File: config.mk
export PLATFORM = sky130hd
export DESIGN_NAME = popcnt_stat_flat
export DESIGN_NICKNAME = d
export VERILOG_FILES = /design/src/rtl/popcnt_stat_if.sv /design/src/rtl/popcnt_stat.sv /design/src/flat_wrapper.sv
export SDC_FILE = /design/constraint.sdc
export NUM_CORES = 1
export LEC_CHECK = 0
export ABC_AREA = 1
export BUFFER_PORTS_ARGS = -buffer_cell sky130_fd_sc_hd__buf_2
export CORE_MARGIN = 3
export CORE_UTILIZATION = 60
export CTS_BUF_LIST = sky130_fd_sc_hd__clkbuf_2 sky130_fd_sc_hd__clkbuf_4 sky130_fd_sc_hd__clkbuf_8
export DETAILED_ROUTE_END_ITERATION = 16
export MAX_ROUTING_LAYER = met4
export PLACE_DENSITY = 0.86
export SYNTH_ARGS = -nofsm -noshare
export SYNTH_HDL_FRONTEND = slang
export SYNTH_SLANG_ARGS = --single-unit
export TNS_END_PERCENT = 50
File: constraint.sdc
create_clock -name clk -period 5.3 [get_ports clk]
set_input_delay 1.59 -clock clk [delete_from_list [all_inputs] [get_ports clk]]
set_output_delay 1.59 -clock clk [all_outputs]
set_load 0.01 [all_outputs]
File: src/rtl/popcnt_stat_if.sv
// Sample stream in, burst statistics out, plus sticky error flags.
// The slave modport is the statistics block; the master modport drives it.
interface popcnt_stat_if;
  logic        in_valid;
  logic [7:0]  in_data;
  logic        in_ready;
  logic        out_valid;
  logic        out_ready;
  logic [7:0]  out_cnt;
  logic [15:0] out_sum;
  logic [7:0]  out_max;
  logic [7:0]  out_min;
  logic        range_err;
  logic        drop_err;

  modport slave (
    input  in_valid, in_data, out_ready,
    output in_ready, out_valid, out_cnt, out_sum, out_max, out_min,
           range_err, drop_err
  );

  modport master (
    output in_valid, in_data, out_ready,
    input  in_ready, out_valid, out_cnt, out_sum, out_max, out_min,
           range_err, drop_err
  );
endinterface

File: src/rtl/popcnt_stat.sv
// Burst statistics (count/sum/max/min) over a popcount sample stream.
// state | meaning
// IDLE  | waiting for the first sample of a burst
// ACC   | accumulating; leaves on a gap or when the 255th sample lands
// HOLD  | statistics presented until out_ready; samples here are dropped
module popcnt_stat (
  input  logic         clk,
  input  logic         rst_n,
  popcnt_stat_if.slave bus
);
  typedef enum logic [1:0] {IDLE = 2'd0, ACC = 2'd1, HOLD = 2'd2} state_e;

  state_e      state_q;
  logic [7:0]  cnt_q;
  logic [15:0] sum_q;
  logic [7:0]  max_q;
  logic [7:0]  min_q;
  logic        range_err_q;
  logic        drop_err_q;

  logic        over_d;
  logic [7:0]  samp_d;

  always_comb begin
    over_d = (bus.in_data > 8'd128);
    samp_d = over_d ? 8'd128 : bus.in_data;
  end

  // rst_n is active-high despite its name.
  always_ff @(posedge clk) begin
    if (rst_n) begin
      state_q     <= IDLE;
      cnt_q       <= 8'd0;
      sum_q       <= 16'd0;
      max_q       <= 8'd0;
      min_q       <= 8'd0;
      range_err_q <= 1'b0;
      drop_err_q  <= 1'b0;
    end else begin
      case (state_q)
        IDLE: begin
          if (bus.in_valid) begin
            state_q <= ACC;
            cnt_q   <= 8'd1;
            sum_q   <= {8'd0, samp_d};
            max_q   <= samp_d;
            min_q   <= samp_d;
            if (over_d) range_err_q <= 1'b1;
          end
        end
        ACC: begin
          if (bus.in_valid) begin
            cnt_q <= cnt_q + 8'd1;
            sum_q <= sum_q + {8'd0, samp_d};
            if (samp_d > max_q) max_q <= samp_d;
            if (samp_d < min_q) min_q <= samp_d;
            if (over_d) range_err_q <= 1'b1;
            // This sample is the 255th: counter is full, present now.
            if (cnt_q == 8'd254) state_q <= HOLD;
          end else begin
            state_q <= HOLD;
          end
        end
        HOLD: begin
          if (bus.in_valid) drop_err_q <= 1'b1;
          if (bus.out_ready) state_q <= IDLE;
        end
        default: state_q <= IDLE;
      endcase
    end
  end

  assign bus.in_ready  = (state_q != HOLD);
  assign bus.out_valid = (state_q == HOLD);
  assign bus.out_cnt   = cnt_q;
  assign bus.out_sum   = sum_q;
  assign bus.out_max   = max_q;
  assign bus.out_min   = min_q;
  assign bus.range_err = range_err_q;
  assign bus.drop_err  = drop_err_q;
endmodule
File: src/flat_wrapper.sv
// flat-port wrapper written by rule: the top's interface ports become plain ports
module popcnt_stat_flat 
  (clk, rst_n, bus_in_valid, bus_in_data, bus_out_ready, bus_in_ready, bus_out_valid, bus_out_cnt, bus_out_sum, bus_out_max, bus_out_min, bus_range_err, bus_drop_err);
  popcnt_stat_if bus_i ();
  input  logic clk;
  input  logic rst_n;
  input wire logic [$bits(bus_i.in_valid)-1:0] bus_in_valid;
  input wire logic [$bits(bus_i.in_data)-1:0] bus_in_data;
  input wire logic [$bits(bus_i.out_ready)-1:0] bus_out_ready;
  output wire logic [$bits(bus_i.in_ready)-1:0] bus_in_ready;
  output wire logic [$bits(bus_i.out_valid)-1:0] bus_out_valid;
  output wire logic [$bits(bus_i.out_cnt)-1:0] bus_out_cnt;
  output wire logic [$bits(bus_i.out_sum)-1:0] bus_out_sum;
  output wire logic [$bits(bus_i.out_max)-1:0] bus_out_max;
  output wire logic [$bits(bus_i.out_min)-1:0] bus_out_min;
  output wire logic [$bits(bus_i.range_err)-1:0] bus_range_err;
  output wire logic [$bits(bus_i.drop_err)-1:0] bus_drop_err;
  assign bus_i.in_valid = bus_in_valid;
  assign bus_i.in_data = bus_in_data;
  assign bus_i.out_ready = bus_out_ready;
  assign bus_in_ready = bus_i.in_ready;
  assign bus_out_valid = bus_i.out_valid;
  assign bus_out_cnt = bus_i.out_cnt;
  assign bus_out_sum = bus_i.out_sum;
  assign bus_out_max = bus_i.out_max;
  assign bus_out_min = bus_i.out_min;
  assign bus_range_err = bus_i.range_err;
  assign bus_drop_err = bus_i.drop_err;
  popcnt_stat u_core (.clk(clk), .rst_n(rst_n), .bus(bus_i));
endmodule
# Word level (Yosys, flattened, before mapping)

Index checks and enable logic that the tools add are counted.

Eq/ne operators: 10
Add/sub/neg operators: 2
Magnitude comparators: 3
Reduce and logical (&&, ||, !) cells: 9
Mux-type cells: 19

Operators with widths:

| operator                                              | number |
|---|---|
| two-way mux 8 bit                                     | 8 |
| one-hot mux 8 bit (2 select lines)                    | 3 |
| two-way mux 16 bit                                    | 2 |
| one-hot mux 16 bit (2 select lines)                   | 1 |
| adder 16 x 8 -> 16 bit                                | 1 |
| AND reduction 3 bit                                   | 3 |
| adder 8 x 1 -> 8 bit, second input constant           | 1 |
| equality test 8 bit, second input constant            | 1 |
| > comparator 8 bit                                    | 1 |
| > comparator 8 bit, second input constant             | 1 |
| less-than comparator 8 bit                            | 1 |
| two-way mux 2 bit                                     | 4 |
| inequality test 2 bit, second input constant          | 4 |
| AND reduction 4 bit                                   | 2 |
| one-hot mux 2 bit (3 select lines)                    | 1 |
| inequality test 2 x 1 -> 1 bit, second input constant | 2 |
| inequality test 3 x 2 -> 1 bit, second input constant | 1 |
| equality test 2 x 1 -> 1 bit, second input constant   | 1 |
| equality test 2 bit, second input constant            | 1 |
| logical NOT 2 bit                                     | 1 |
| AND reduction 2 bit                                   | 1 |
| nonzero test 2 bit                                    | 1 |
| OR reduction 2 bit                                    | 1 |

Word-level logic and storage cells: 50
Register bits: 44
Bits of input ports: 12
Output and inout port bits: 44

# Logic depth before layout (Yosys ltp)

Gate-level depths: netlist of run 1.

Depth in word-level cells: 6
Depth in mapped cells: 16
Gate-level depth less buffers: 16

# Least setup slack after synthesis of run 1

OpenSTA, ideal clock, no wires.

Kind: input-to-reg
From: input port bus_in_data[7]
To: register u_core.sum_q[8], in the netlist u_core.bus.out_sum[8]
Data required time: 5187 ps
Slack: 2126 ps
Stages on the path: 14
Data arrival time: 3062 ps
Buffers on the path: 0
Library setup time: 113 ps
Cells stage by stage: inv_2 > nand2_4 > inv_1 > ha_1 > inv_1 > fa_1 > inv_1 > nand3_1 > nand3_1 > a21o_1 > and2_1 > nand2_1 > nand2_1 > nor2_1

Longest elaborated chain between the ends: 5

RTL lines:

| item                                | RTL line          | source |
|---|---|---|
| start, declared                     | flat_wrapper.sv:8 | `input wire logic [$bits(bus_i.in_data)-1:0] bus_in_data;` |
| > comparator 8 bit                  | popcnt_stat.sv:25 | `over_d = (bus.in_data > 8'd128);` |
| two-way mux 8 bit                   | popcnt_stat.sv:26 | `samp_d = over_d ? 8'd128 : bus.in_data;` |
| via u_core.samp_d[0]                | popcnt_stat.sv:22 | `logic [7:0] samp_d;` |
| adder 16 x 8 -> 16 bit              | popcnt_stat.sv:54 | `sum_q <= sum_q + {8'd0, samp_d};` |
| two-way mux 16 bit                  | popcnt_stat.sv:52 | `if (bus.in_valid) begin` |
| one-hot mux 16 bit (2 select lines) | popcnt_stat.sv:40 | `case (state_q)` |
| end signal, assigned                | popcnt_stat.sv:45 | `sum_q <= {8'd0, samp_d};` |
| end signal, assigned                | popcnt_stat.sv:54 |  |
| end, declared                       | popcnt_stat.sv:15 | `logic [15:0] sum_q;` |

The timed path passes the listed nets, and every way through them passes these cells. The select of a mux whose other input is x is not followed.
A chain may end at the register's enable or synchronous reset.

# Final worst setup path of run 1

From: input port bus_in_data[7]
To: register u_core.max_q[4], in the netlist u_core.bus.out_max[4]

Longest elaborated chain between the ends: 5
Elaborated cells between the ends (all ways): 9
Classes of those cells: order compare (2); eq/ne (1); mux (5); reduce/logical (1)

RTL lines:

| item                                                                                       | RTL line          | source |
|---|---|---|
| > comparator 8 bit *                                                                       | popcnt_stat.sv:25 |  |
| two-way mux 8 bit *                                                                        | popcnt_stat.sv:26 |  |
| via u_core.samp_d[4]                                                                       | popcnt_stat.sv:22 |  |
| > comparator 8 bit / two-way mux 8 bit (equally long branches)                             | popcnt_stat.sv:55 | `if (samp_d > max_q) max_q <= samp_d;` |
| inequality test 2 x 1 -> 1 bit (no line) / two-way mux 8 bit (equally long branches)       | -                 |  |
| AND reduction 4 bit (no line) / one-hot mux 8 bit (2 select lines) (equally long branches) | -                 |  |
| end signal, assigned                                                                       | popcnt_stat.sv:46 | `max_q <= samp_d;` |
| end signal, assigned                                                                       | popcnt_stat.sv:55 |  |
| end, declared                                                                              | popcnt_stat.sv:16 | `logic [7:0] max_q;` |

Mark *: on every way through the listed nets, which the timed path passes. The rest lies on a longest branch. The select of a mux whose other input is x is not followed.

==> results.yml, run 1 <==
yosys:
  synth.mux.area_fraction_pct: 0
  synth_warnings: 0
  synth_top_family_by_area: "simple AND/OR/NAND/NOR gates"
  synth_fa_ha_area_share_pct: 11.5
  synth_fp_nets: 482
  synth-simple-area-share_pct: 33.1
  yosys.cell_types.count: 32
  ys_ff_latch: 44
  avgSynthCellArea_um2: 6.53
  netlist_area_um2: 2900
  yosysSeqAreaShare_pct: 30.4
  synthCells: 444
  synth_xor_area_share_pct: 0.906
  synth_compound_area_share_pct: 13.8
finish:
  fin_nets: 533
  area_growth_pct: 14.0
  layout-drive-gt1-share_pct: 15.7
  final_util_pct: 73.4
  n_antenna_cell: 0
  final_common_cell: "nand2_1"
  final_cells: 548
  final_cell_mix: "nand2_1, inv_1, buf_2"
sta:
  finalClockSkew_ps: 9.24
  setup_tns_ps: 0
  finalSetupViolations: 0
  rsz0062_at_grt: "false"
  slew_headroom_pct: 46.3
  min_period_over_period_pct: 65.9
  final_max_slew_viol_count: 0
  hold_viol_final: 0
  worst_pin_slew_ps: 804
  fin_crit_ps: 3490
  clock.fmax_mhz: 286
clock_tree:
  post-cts-setup-buffers: 0
  htree_levels: 2
  cts-buffers-inserted: 5
  cts.sinks: 44
  clockBufferDepth: 2
  tritoncts: "done"
  root_buffer: "clkbuf_8"
  path_clk_slew_ps: 80
  insertion_delay_ps: 300
  cts_hold_buf: 0
  ctsResizeCount: 0
setup_path:
  crit_type: "primary input to register"
  crit_required_ps: 5540
  cp-start-kind: "primary input"
  worstSetupStartpoint: "bus_in_data[7]"
  timing.rr.start: "u_core.state_q[1]"
  cp.arrival_ps: 3730
  end_kind: "register"
  crit_fanout: 13
placement:
  portBuffers: 55
  gp_congestion: 0.969
  numPlacedInstances: 540
  dp_hpwl_mm: 5.35
flow_run:
  drv_cap: 0
grt:
  track_usage_pct: 28.1
  grt_pass1_vias: 2657
  globalRoute.totalOverflow: 0
  grt_pass1_wl_mm: 12.2
  grt_antenna_before_repair: 0
  grt_max_degree: 28
routing:
  routed_wl_mm: 7.35
  drt_iter0_markers: 267
  final_antenna_net_count: 0
  drc: 0
  num_vias: 2991
  drtPass1Iterations: 5
  viasPerCell: 5.46
  wl_per_cell_um: 13.4
worst_hold_path:
  hold_path_class: "register to register"
  hold_start: "u_core.bus.range_err"
die:
  fp.dieW_um: 75.5
  chipHeight_um: 75.5
  core_um2: 4500
  io_pins: 56
  dieArea_um2: 5700
  num_rows: 24
  start_util_pct: 64.4
power:
  power_density_nw_per_um2: 275
  ir_worst_vdd_uv: 139
  power.leakage_nw: 1.68
  total_power_uw: 908
status:
  status: "completed"
[final cells by class]
| class | instances | area, um2 |
|---|---|---|
| Inverter | 64 | 243 |
| Fill cell | 394 | 1200 |
| Clock inverter | 2 | 38.8 |
| Timing Repair Buffer | 55 | 275 |
| Multi-Input combinational cell | 325 | 1720 |
| Tap cell | 52 | 65.1 |
| Sequential cell | 44 | 881 |
| Clock buffer | 6 | 82.6 |
[metrics by stage]
step	setup slack (ps)	area, um2	hold slack, ps
finish	1810	3310	450
global route	1580	3310	461
CTS	1840	3310	452
detailed placement	1530	3180	440
global placement	1610	3180	439
floorplan	2130	2900	474
[worst max-delay path: stages]
cell and delay, ps:
buf_2 170, inv_2 100, a21oi_1 180, nand2b_1 230
inv_1 110, ha_1 200, a21oi_1 130, nor2_1 50
nor3_1 120, nand2_1 70, nand2_1 330, nand2_1 180
nand2_1 90, nand2_1 50, nor2_1 110
[registers in the layout, indices dropped and copies added, names as in the netlist]
signal	flops
u_core.bus.range_err	1
u_core.bus.out_sum	16
u_core.bus.out_min	8
u_core.bus.out_max	8
u_core.state_q	2
u_core.bus.drop_err	1
u_core.bus.out_cnt	8
[synth_stat cells, drive strengths merged]
cell / number / area share, %
o21a: 1 / 0.26
o21ai: 22 / 3.8
nand2b: 1 / 0.22
xnor2: 2 / 0.60
xor2: 1 / 0.30
dfxtp: 44 / 30
nand3: 38 / 6.9
nand4: 7 / 1.5
a21o: 2 / 0.52
nor2: 58 / 8.5
nand2: 103 / 14
buf: 8 / 1.6
a31oi: 1 / 0.22
clkbuf: 3 / 0.39
a21oi: 51 / 8.8
fa: 1 / 0.69
and3: 1 / 0.22
ha: 25 / 11
o211ai: 1 / 0.26
inv: 64 / 8.4
and2: 1 / 0.22
nor3: 7 / 1.2
nand3b: 2 / 0.52
[kinds of logic after synthesis]
logic type / count (synthesis)
AO/OA/AOI/OAI: 78
adder cells (fa/ha/maj): 26
AND/OR/NAND/NOR: 218
buffers and inverters: 75
XOR/XNOR: 3
flip-flops: 44
[final timing paths]
kind                                               to  slack [ps]  depth (start not counted)
worst max-delay path            u_core.bus.out_max[4]        1810                         15
worst max register to register      u_core.state_q[1]        3240                          6
worst min-delay path             u_core.bus.range_err         450                          2
worst min register to register   u_core.bus.range_err         450                          2
[routing by layer]
layer,vias to the layer above,wire [um],track usage (%)
li1,1533,-,-
met2,133,3310,45.1
met5,-,0,-
met3,11,544,3.96
met4,0,91,9.13
met1,1314,3400,36.6
[power by group]
group / switching (mW) / internal, mW / total, mW
sequential: 0.0201 / 0.357 / 0.377
combinational: 0.162 / 0.0915 / 0.254
clock: 0.123 / 0.154 / 0.277
total: 0.305 / 0.602 / 0.908
Note: power is estimated with default switching activity, not from simulation.
==> inputs of run 2 (changes only) <==
- ABC_AREA: 1 -> 0
- CORE_UTILIZATION: 60 -> 51
- PLACE_DENSITY: 0.86 -> 0.78
- clock period: 5.3 -> 3.2 ns (I/O delays scaled with it)
==> results.yml, run 2 <==
status:
  status: "completed"
sta:
  finalClockSkew_ps: 8.61
  hold_viol_final: 0
  slew_headroom_pct: 45.2
  min_period_over_period_pct: 89.6
  rsz0062_at_grt: "false"
  setup_tns_ps: 0
  fin_crit_ps: 2870
  final_max_slew_viol_count: 0
  clock.fmax_mhz: 349
  worst_pin_slew_ps: 813
  finalSetupViolations: 0
clock_tree:
  root_buffer: "clkbuf_8"
  cts.sinks: 44
  ctsResizeCount: 0
  tritoncts: "done"
  cts_hold_buf: 0
  insertion_delay_ps: 300
  cts-buffers-inserted: 5
  htree_levels: 2
  path_clk_slew_ps: 90
  post-cts-setup-buffers: 0
  clockBufferDepth: 2
power:
  p_sw_uw: 404
  power.leakage_nw: 1.43
  p_sw_share_pct: 30.2
  p_int_uw: 933
  p_comb_share_pct: 22.8
  power_density_nw_per_um2: 408
  clockPowerShare_pct: 32.4
  seq_power_share_pct: 44.8
  ir_worst_vdd_uv: 319
yosys:
  synth_warnings: 0
  synth-edff-count: 0
  netlist_area_um2: 2730
  ys_ff_latch: 44
  synth.most_common_cell: "dfxtp_1"
  synthCells: 334
  ys_async_sr_fraction_pct: 0
  yosysSeqAreaShare_pct: 32.3
  synth_fp_nets: 372
  yosys.cell_types.count: 49
  yosysTopAreaCellShare_pct: 32.3
  synthFlopType: "dfxtp_1"
  yosysTopAreaCell: "dfxtp_1"
  synthTopCellsByArea: "dfxtp_1, ha_1, nand2_1, a21oi_1, mux2i_1"
  avgSynthCellArea_um2: 8.17
  yosys-top-cells-count: "dfxtp_1, nand2_1, a21oi_1, inv_1, ha_1"
flow_run:
  drv_cap: 0
setup_path:
  crit_type: "primary input to register"
  crit_fanout: 8
  cp-start-kind: "primary input"
  cp.arrival_ps: 3090
  worstSetupStartpoint: "bus_in_data[7]"
  critPathSlowestCell: "a2111o_1"
  end_kind: "register"
  critPathMostFrequentCell: "inv_1"
  timing.rr.start: "u_core.bus.out_sum[0]"
  slowest_delay_ps: 450
  path_cells: "buf_2 -> nand2b_2 -> inv_1 -> ha_1 -> inv_1 -> fa_1 -> nor2b_1 -> o31a_1 -> o221ai_2 -> a2111o_1 -> o21ai_0"
  crit_required_ps: 3420
placement:
  portBuffers: 55
  dp_hpwl_mm: 5.27
  gp_congestion: 0.916
  placed_area_um2: 3170
routing:
  drtPass1Iterations: 4
  drc: 0
  num_vias: 2690
  wl_per_cell_um: 14.9
  routed_wl_mm: 7.00
  final_antenna_net_count: 0
  drt_iter0_markers: 126
  viasPerCell: 5.74
finish:
  area_growth_pct: 20.2
  final_cell_mix: "buf_2, dfxtp_1, nand2_1"
  n_antenna_cell: 0
  stdcell_area_um2: 3280
  largest_reg_flops: 16
  fin_nets: 439
  final_common_cell: "buf_2"
  layout-drive-gt1-share_pct: 23.6
die:
  io_pins: 56
  num_rows: 25
  fp.dieW_um: 79.2
  dieArea_um2: 6260
  core_um2: 4940
  chipHeight_um: 79.2
  start_util_pct: 55.2
grt:
  grt_pass1_wl_mm: 11.6
  grt_antenna_before_repair: 0
  globalRoute.totalOverflow: 0
  track_usage_pct: 23.7
  grt_pass1_vias: 2506
  grt_max_degree: 26
worst_hold_path:
  hold_start: "u_core.bus.out_max[5]"
  hold_path_class: "register to register"
-- run 2: cell types whose count changed in the layout (fill, tap and decap cells not counted), sizes merged, moves of 18 or more --
cell   before  now
nand2     103   36
inv        64   26
nor2       58   24
nand3      38    6
a21oi      51   27
buf        55   73
-- run 2: worst max-delay path, delay by kind of cell --
kind	cells	cell delay, ps
compound gates	4	960
fa+ha+maj	2	530
simple gates	2	360
buf+inv	3	270
-- run 2: metal layers --
metal / track usage (%) / up-vias / share of wire, %
met2: 37.9 / 83 / 47
met4: 5.67 / 0 / 0.63
met3: 4.88 / 6 / 6.8
met5: - / - / 0
met1: 30.8 / 1245 / 46
li1: - / 1356 / -
-- run 2: final timing paths --
kind                                               end  slack (ps)  cells after the start
worst max-delay path            u_core.bus.out_sum[10]         330                     11
worst min-delay path             u_core.bus.out_max[5]         480                      2
worst max register to register  u_core.bus.out_sum[10]        1030                      8
worst min register to register   u_core.bus.out_max[5]         480                      2
-- run 2: final cells by class --
cell class              count  area, um2
repair buffers             73        410
inverters                  28        105
clock inverters             3       42.5
well taps                  67       83.8
clock buffers               5       68.8
flip-flops and latches     44        881
fillers                   469       1660
multi-input cells         249       1690
-- run 2: power by group through the flow --
stage,registers (mW),logic (mW),clock network [mW]
after global placement,0.610,0.296,0
final,0.599,0.306,0.433
after floorplan,0.615,0.194,0
after detailed placement,0.611,0.301,0
after global routing,0.603,0.339,0.465
after CTS,0.598,0.305,0.439
-- run 2: cell families (layout without fill, tap and decap cells) --
group	Yosys count	after routing	share of synthesized area (%)
flops	44	44	32.3
xor+xnor	5	5	1.60
fa+ha+maj	26	26	12.2
buf+inv	41	109	5.87
simple gates	112	112	19.9
compound gates	96	96	24.5
mux	10	10	3.67
-- run 2: metrics by stage --
stage	utilization, %	total power, mW	worst slack [ps]	std cells	hold slack [ps]
floorplan	-	0.809	349	334	491
global placement	64.1	0.906	140	461	447
global route	66.4	1.41	191	469	501
CTS	66.4	1.34	363	469	481
finish	66.4	1.34	334	469	478
detailed placement	64.1	0.912	71.2	461	465
